File: config.mk
export PLATFORM = sky130hd
export DESIGN_NAME = pc_sequencer_flat
export DESIGN_NICKNAME = d
export VERILOG_FILES = /design/src/rtl/pc_sequencer_if.sv /design/src/rtl/pc_sequencer.sv /design/src/flat_wrapper.sv
export SDC_FILE = /design/constraint.sdc
export NUM_CORES = 1
export LEC_CHECK = 0
export ABC_AREA = 1
export BUFFER_PORTS_ARGS = -buffer_cell sky130_fd_sc_hd__buf_2
export CORE_MARGIN = 1.5
export CORE_UTILIZATION = 34
export DETAILED_ROUTE_END_ITERATION = 8
export SLEW_MARGIN = 5
export SYNTH_ARGS = -nofsm -noshare
export SYNTH_HDL_FRONTEND = slang
export SYNTH_SLANG_ARGS = --single-unit
File: constraint.sdc
create_clock -name clk -period 2.1 [get_ports clk]
set_input_delay 0.42 -clock clk [delete_from_list [all_inputs] [get_ports clk]]
set_output_delay 0.42 -clock clk [all_outputs]
set_load 0.1 [all_outputs]
File: src/rtl/pc_sequencer_if.sv
// Bus between decode/branch logic and the PC sequencer.
// BRANCH_PERF_CNT_EN adds the branch counter outputs.
interface pc_sequencer_if #(
  parameter int unsigned WIDTH = 32
);
  logic             stall;
  logic             is_branch;
  logic             branch_taken;
  logic             is_jal;
  logic             is_jalr;
  logic [WIDTH-1:0] imm;
  logic [WIDTH-1:0] rs1_val;
  logic [WIDTH-1:0] pc;
  logic [WIDTH-1:0] pc_plus4;
  logic             redirect;
  logic             trap;
  logic [WIDTH-1:0] bad_target;
`ifdef BRANCH_PERF_CNT_EN
  logic [WIDTH-1:0] br_count;
  logic [WIDTH-1:0] br_taken_count;

  modport master (
    output stall, is_branch, branch_taken,
    output is_jal, is_jalr, imm, rs1_val,
    input  pc, pc_plus4, redirect, trap,
    input  bad_target,
    input  br_count, br_taken_count
  );

  modport slave (
    input  stall, is_branch, branch_taken,
    input  is_jal, is_jalr, imm, rs1_val,
    output pc, pc_plus4, redirect, trap,
    output bad_target,
    output br_count, br_taken_count
  );
`else
  modport master (
    output stall, is_branch, branch_taken,
    output is_jal, is_jalr, imm, rs1_val,
    input  pc, pc_plus4, redirect, trap,
    input  bad_target
  );

  modport slave (
    input  stall, is_branch, branch_taken,
    input  is_jal, is_jalr, imm, rs1_val,
    output pc, pc_plus4, redirect, trap,
    output bad_target
  );
`endif
endinterface

File: src/rtl/pc_sequencer.sv
// PC register, next-PC select and misaligned-target trap sequencing.
// Optional BRANCH_PERF_CNT_EN adds saturating branch counters.
module pc_sequencer #(
  parameter int unsigned      WIDTH    = 32,
  parameter logic [WIDTH-1:0] RESET_PC = '0,
  parameter logic [WIDTH-1:0] TRAP_VEC = WIDTH'(32'h0000_0100)
) (
  input logic            clk,
  input logic            rst_n,
  pc_sequencer_if.slave  bus
);

  typedef enum logic {
    RUN,
    TRAP
  } state_e;

  state_e           state_q;
  logic [WIDTH-1:0] pc_q;
  logic [WIDTH-1:0] pc_d;
  logic [WIDTH-1:0] bad_q;
  logic             redirect_q;
  logic             trap_q;

  logic [WIDTH-1:0] plus4;
  logic [WIDTH-1:0] rel_tgt;
  logic [WIDTH-1:0] jalr_sum;
  logic [WIDTH-1:0] tgt;
  logic             take;
  logic             misal;

  always_comb begin
    plus4    = pc_q + WIDTH'(4);
    rel_tgt  = pc_q + bus.imm;
    jalr_sum = bus.rs1_val + bus.imm;
    tgt      = rel_tgt;
    take     = 1'b1;
    priority case (1'b1)
      bus.is_jalr:
        tgt = jalr_sum & ~WIDTH'(1);
      bus.is_jal:
        tgt = rel_tgt;
      bus.is_branch & bus.branch_taken:
        tgt = rel_tgt;
      default:
        take = 1'b0;
    endcase
    // bit0 survives only on pc-relative targets
    misal = take & (tgt[1] | tgt[0]);
    pc_d  = take ? tgt : plus4;
  end

  always_ff @(posedge clk or negedge rst_n) begin
    if (!rst_n) begin
      state_q    <= RUN;
      pc_q       <= RESET_PC;
      bad_q      <= '0;
      redirect_q <= 1'b0;
      trap_q     <= 1'b0;
    end else begin
      unique case (state_q)
        RUN: begin
          if (bus.stall) begin
            redirect_q <= 1'b0;
          end else if (misal) begin
            pc_q       <= TRAP_VEC;
            bad_q      <= tgt;
            state_q    <= TRAP;
            redirect_q <= 1'b1;
            trap_q     <= 1'b1;
          end else begin
            pc_q       <= pc_d;
            redirect_q <= take;
          end
        end
        TRAP: begin
          // handler at TRAP_VEC is entered; advance past it
          pc_q       <= plus4;
          state_q    <= RUN;
          redirect_q <= 1'b0;
          trap_q     <= 1'b0;
        end
        default: begin
          state_q <= RUN;
        end
      endcase
    end
  end

  assign bus.pc         = pc_q;
  assign bus.pc_plus4   = plus4;
  assign bus.redirect   = redirect_q;
  assign bus.trap       = trap_q;
  assign bus.bad_target = bad_q;

`ifdef BRANCH_PERF_CNT_EN
  logic [WIDTH-1:0] br_cnt_q;
  logic [WIDTH-1:0] tk_cnt_q;
  logic             cnt_en;

  assign cnt_en = (state_q == RUN) & ~bus.stall
                & bus.is_branch;

  always_ff @(posedge clk or negedge rst_n) begin
    if (!rst_n) begin
      br_cnt_q <= '0;
      tk_cnt_q <= '0;
    end else if (cnt_en) begin
      if (br_cnt_q != '1)
        br_cnt_q <= br_cnt_q + WIDTH'(1);
      if (bus.branch_taken && tk_cnt_q != '1)
        tk_cnt_q <= tk_cnt_q + WIDTH'(1);
    end
  end

  assign bus.br_count       = br_cnt_q;
  assign bus.br_taken_count = tk_cnt_q;
`endif

endmodule

File: src/flat_wrapper.sv
// flat-port wrapper written by rule: the top's interface ports become plain ports
module pc_sequencer_flat 
#(
  parameter int unsigned      WIDTH    = 32,
  parameter logic [WIDTH-1:0] RESET_PC = '0,
  parameter logic [WIDTH-1:0] TRAP_VEC = WIDTH'(32'h0000_0100)
)
  (clk, rst_n, bus_stall, bus_is_branch, bus_branch_taken, bus_is_jal, bus_is_jalr, bus_imm, bus_rs1_val, bus_pc, bus_pc_plus4, bus_redirect, bus_trap, bus_bad_target);
  pc_sequencer_if #(.WIDTH(WIDTH)) bus_i ();
  input logic clk;
  input logic rst_n;
  input wire logic [$bits(bus_i.stall)-1:0] bus_stall;
  input wire logic [$bits(bus_i.is_branch)-1:0] bus_is_branch;
  input wire logic [$bits(bus_i.branch_taken)-1:0] bus_branch_taken;
  input wire logic [$bits(bus_i.is_jal)-1:0] bus_is_jal;
  input wire logic [$bits(bus_i.is_jalr)-1:0] bus_is_jalr;
  input wire logic [$bits(bus_i.imm)-1:0] bus_imm;
  input wire logic [$bits(bus_i.rs1_val)-1:0] bus_rs1_val;
  output wire logic [$bits(bus_i.pc)-1:0] bus_pc;
  output wire logic [$bits(bus_i.pc_plus4)-1:0] bus_pc_plus4;
  output wire logic [$bits(bus_i.redirect)-1:0] bus_redirect;
  output wire logic [$bits(bus_i.trap)-1:0] bus_trap;
  output wire logic [$bits(bus_i.bad_target)-1:0] bus_bad_target;
  assign bus_i.stall = bus_stall;
  assign bus_i.is_branch = bus_is_branch;
  assign bus_i.branch_taken = bus_branch_taken;
  assign bus_i.is_jal = bus_is_jal;
  assign bus_i.is_jalr = bus_is_jalr;
  assign bus_i.imm = bus_imm;
  assign bus_i.rs1_val = bus_rs1_val;
  assign bus_pc = bus_i.pc;
  assign bus_pc_plus4 = bus_i.pc_plus4;
  assign bus_redirect = bus_i.redirect;
  assign bus_trap = bus_i.trap;
  assign bus_bad_target = bus_i.bad_target;
  pc_sequencer #(.WIDTH(WIDTH), .RESET_PC(RESET_PC), .TRAP_VEC(TRAP_VEC)) u_core (.clk(clk), .rst_n(rst_n), .bus(bus_i));
endmodule
Word-level counts from Yosys, hierarchy flattened
Index checks and enable logic that the tools add are counted.

operators by class
  eq/ne operators = 2
  mux-type cells = 17
  reduce and logical (&&, ||, !) cells = 2
  bitwise gates (word level) = 5
  $add $sub $neg = 3

operators by type and width
  operator                                       number
  2-to-1 mux 32 bit                              4
  adder 32 bit                                   2
  one-hot mux 32 bit (2 select lines)            1
  adder 32 x 3 -> 32 bit, second input constant  1
  2-to-1 mux 1 bit                               9
  one-hot mux 1 bit (2 select lines)             3
  AND reduction 3 bit                            1
  AND 1 bit                                      2
  != test 2 x 1 -> 1 bit, second input constant  1
  != test 2 bit, second input constant           1
  NOT 1 bit                                      2
  AND reduction 2 bit                            1
  bitwise OR 1 bit                               1

word-level totals
  input port bits = 71
  word-level logic and storage cells = 34
  flip-flop bits (word level) = 67
  output and inout port bits = 98

Longest topological paths before layout
  depth in word-level cells = 8
  gate-level depth with buffers = 16
  mapped depth without buffers = 16

Least setup slack after synthesis
Ideal clock, no wire load.

  path kind = reg2reg
  from = register u_core.pc_q[2] (netlist: u_core.bus.pc[2])
  to = register u_core.pc_q[8] (netlist: u_core.bus.pc[8])
  slack = -1.710 ns
  clock period less this slack = 3.810 ns
  cell stages (with the launch flop) = 8
  path buffers = 0
  arrival = 3.727 ns
  required time = 2.017 ns
  cell sequence = dfrtp_1 -> ha_1 -> nand3_1 -> nor2_2 -> xor2_1 -> o21ai_0 -> o21bai_1 -> o21ai_0

RTL lines
  what                                     line                text
  from (decl)                              pc_sequencer.sv:19  logic [WIDTH-1:0] pc_q;
  from (signal assigned)                   pc_sequencer.sv:72  pc_q <= pc_d;
  from (signal assigned)                   pc_sequencer.sv:78  pc_q <= plus4;
  adder 32 x 3 -> 32 bit (*)               pc_sequencer.sv:33  plus4 = pc_q + WIDTH'(4);
  net bus_pc_plus4[8]                      flat_wrapper.sv:20  output wire logic [$bits(bus_i.pc_plus4)-1:0] bus_pc_plus4;
  2-to-1 mux 32 bit                        pc_sequencer.sv:50  pc_d = take ? tgt : plus4;
  2-to-1 mux 32 bit                        pc_sequencer.sv:65  end else if (misal) begin
  2-to-1 mux 32 bit                        pc_sequencer.sv:63  if (bus.stall) begin
  one-hot mux 32 bit (2 select lines) (*)  pc_sequencer.sv:61  unique case (state_q)

Mark *: on every way through the listed nets, which the timed path passes. The rest lies on a longest branch. The select of a mux whose other input is x is not followed.
A chain may end at the register's enable or synchronous reset.

Final worst setup path
  from = register u_core.pc_q[13] (netlist: u_core.bus.pc[13])
  to = output bus_pc_plus4[26]

on the way
  word-level cells in the longest chain between the ends = 1

ends and longest elaborated chain
  what                    line
  adder 32 x 3 -> 32 bit  pc_sequencer.sv:33
  to (decl)               flat_wrapper.sv:20

No other way between the ends.

==> metrics.md <==
| Metric | Value |
|---|---|
| Status | `complete, but fails checks` |
| Failing checks | `negative setup slack` |
| H-tree depth | `3` |
| Worst endpoint data arrival time | `2.03 ns` |
| P_int | `9.63 mW` |
| Fmax | `0.408 GHz` |
| Fin crit period | `2.45 ns` |
| Clk sinks | `67` |
| Power Dens Cells | `1500 nW/µm²` |
| Worst setup EP type | `output pin` |
| Post-synth ARST share | `1.00` |
| Final Max Tran Viols | `0` |
| Share of total power in sequential cells | `0.112` |
| Yosys reg bits | `67` |
| Crit Path Max Fanout | `3` |
| Yosys top cell by area | `nand2_1` |
| Clock slew at reported path FFs | `0.06 ns` |
| Combinational power share | `0.816` |
| Synth area leaders | `nand2_1, dfrtp_1, inv_1` |
| Area Growth Syn to Fin | `87.7%` |
| Largest family of logic cells by synthesized area | `simple AND/OR/NAND/NOR gates` |
| Drt drc | `0` |
| Clk pwr share | `0.072` |
| Period utilization | `1.17` |
| MaxCap Viol Count | `0` |
| Simple-gate area share of the yosys netlist | `0.436` |
| Final HPWL DP | `30900 µm` |
| Proportion of layout cells with a drive suffix above 1 | `0.516` |
| Die area | `25500 µm²` |
| Worst slew margin | `0.664` |
| Switching Share | `0.591` |
| Core area | `24200 µm²` |
| Compound-cell area share of the yosys netlist | `0.135` |
| Worst hold path type | `in2async` |
| Initial DRC Count | `621` |
| First-pass GRT wire length | `59800 µm` |
| Tot Pwr | `23.5 mW` |
| Antenna diode count | `0` |
| DRT antenna net count | `0` |
| GRT Resource Usage Total | `0.301` |
| Chip width | `160 µm` |
| Area share of xor/xnor cells in the synthesized design | `0.0156` |
| # setup viols final | `79` |
| RePlAce Congestion | `0.939` |
| Vias in the first global route | `11300` |
| Post-Place Cells | `2184` |
| Drt wl/cell | `17.6 µm` |
| Setup ws final | `-0.348 ns` |
| CP startpoint kind | `flip-flop` |
| Switching pwr | `13.9 mW` |
| CTS Buffer Depth | `2` |
| Area share of the largest cell type after synthesis | `0.208` |
| Die Y | `160 µm` |
| R2r startpoint | `u_core.bus.pc[8]` |
| Initial antenna violation count | `0` |
| WL final | `40300 µm` |
| Critical path launch point | `u_core.bus.pc[13]` |
| Post-synth EDFFs | `0` |
| Vias | `11700` |
| End point of the critical path | `bus_pc_plus4[26]` |
| RSZ-0062 raised after global routing | `true` |
| CTS Hold Buffers Added | `0` |
| Seq/Total Area, Yosys | `0.201` |
| CTS buffer count | `9` |
| Syn Inst Count | `1448` |
| Total I/O pin count | `169` |
| Root Buffer | `clkbuf_16` |
| Pleak | `7.85 nW` |
| IR drop worst, VDD | `1330 µV` |
| Synth Net Count | `1583` |
| Reg-to-reg slack, setup | `-0.29 ns` |
| Commonest cells in the synthesized netlist | `nand2_1, inv_1, nor2_1, nand3_1, a21oi_1` |
| Setup TNS | `-14.18 ns` |
| Reg2reg path depth | `17` |
| Initial Util | `0.345` |
| Adder-cell share of the synthesized area | `0.0976` |
| Mux share of post-synthesis cell area | `0` |
| Reg2reg end | `u_core.bus.pc[30]` |
| Layout Nets | `2096` |
| Largest net degree at the start of global routing | `68` |
| Netlist Area Pre-Place | `8360 µm²` |
| Synth warn | `0` |
| Most numerous cell in the Yosys netlist | `nand2_1` |
| Clk_lat worst skew | `0.34 ns` |
| Critical path class | `reg2out` |
| Post-Layout Cell Count | `2290` |
| I/O Buffers | `168` |
| Final hold violation count | `0` |
| Worst EP required | `1.68 ns` |
| 1st-pass router iterations | `5` |
| Row count | `57` |
| CTS tree | `done` |
| Total global routing overflow | `0` |
| Filler Cell Count | `2103` |
| Unique masters post-synth | `47` |
| Post-route clock skew | `0.00814 ns` |
| Least-Margin Pin Slew | `0.504 ns` |
| Ys flop type | `dfrtp_1` |
| Syn_area_per_cell | `5.77 µm²` |
| Vias/cell | `5.10` |
## worst min-delay path by stage
stage | startpoint | to | slack [ns] | depth (start not counted)
final | rst_n | u_core.bus.pc[4] | 0.08 | 2
after global routing | rst_n | u_core.bus.pc[4] | 0.13 | 2
after CTS | rst_n | u_core.bus.pc[3] | 0.12 | 2
after detailed placement | rst_n | u_core.bus.pc[3] | 0.46 | 2
after global placement | u_core.bus.bad_target[0] | u_core.bus.bad_target[0] | 0.45 | 2
after floorplan | rst_n | u_core.bus.bad_target[0] | 0.12 | 0
## cells in the final DEF, fill, tap and decap left out, drive strengths merged, types with 4 or more instances in the layout
| cell | netlist | final |
|---|---|---|
| xor2 | 8 | 8 |
| xnor2 | 6 | 6 |
| or2 | 5 | 5 |
| nand4 | 16 | 16 |
| nor2 | 179 | 179 |
| o211ai | 4 | 4 |
| o21bai | 13 | 13 |
| o21ai | 71 | 71 |
| nor4 | 5 | 5 |
| nand3b | 5 | 5 |
| a21oi | 87 | 87 |
| a22oi | 4 | 4 |
| a21o | 8 | 8 |
| ha | 62 | 62 |
| nor3 | 23 | 23 |
| clkbuf | 6 | 11 |
| nand3 | 153 | 153 |
| a31oi | 5 | 5 |
| buf | 16 | 524 |
| dfrtp | 67 | 67 |
| inv | 219 | 200 |
| clkinvlp | 0 | 21 |
| o22ai | 8 | 8 |
| nand2 | 469 | 469 |
## registers in the layout (all words and copies together) (netlist names)
name                   count
u_core.bus.redirect        1
u_core.bus.bad_target     32
u_core.bus.pc             32
u_core.bus.trap            1
u_core.state_q             1
## power by group through the flow
stage,registers [mW],logic [mW],clock network (mW)
floorplan,6.56,6.15,0
global placement,2.72,15.1,0
detailed placement,2.73,15.2,0
CTS,2.61,17.6,1.70
global route,2.68,20.1,1.75
finish,2.63,19.2,1.70
## layer usage
layer	routed length [µm]	track usage	up-vias
met5	0	0	-
met4	1510	0.109	0
met3	2020	0.0260	82
met2	19300	0.515	388
met1	17500	0.397	5506
li1	-	-	5707
## timing repair
item	in CTS	in global routing
gates resized for setup	329	227
gates cloned	1	0
pin swaps	121	153
endpoints found under the setup margin	79	84
setup buffers	70	28
## cell families (layout without fill, tap and decap cells)
logic type / count (synthesis) / in the layout
buf+inv: 241 / 759
simple gates: 858 / 858
fa+ha+maj: 64 / 64
flops: 67 / 67
compound gates: 204 / 204
xor+xnor: 14 / 14
## through the flow
stage	setup slack, ns	hold slack (ns)	utilization	cell area (µm²)
floorplan	-0.426	0.124	-	8860
finish	-0.348	0.0776	0.647	15700
detailed placement	-0.337	0.462	0.513	12400
global placement	-0.314	0.452	0.513	12400
global route	-0.431	0.127	0.647	15700
CTS	-0.353	0.115	0.603	14600
## critical path: stages (launching register included)
cell,delay (ns)
dfrtp_4,0.41
buf_6,0.14
inv_8,0.04
nor4_4,0.36
nand2_2,0.15
nor2_4,0.15
nand3_2,0.07
nand2_2,0.10
clkinvlp_4,0.10
buf_12,0.17
## final cells by class
type                            count  area [µm²]  share of cell area
Timing Repair Buffer              524        4300               0.274
Tap cell                          324         405              0.0258
Clock buffer                       11         253              0.0161
Sequential cell                    67        1780               0.113
Inverter                          219         956              0.0609
Multi-Input combinational cell   1140        7910               0.504
Clock inverter                      5        83.8             0.00534
Note: power is estimated with default switching activity, not from simulation.
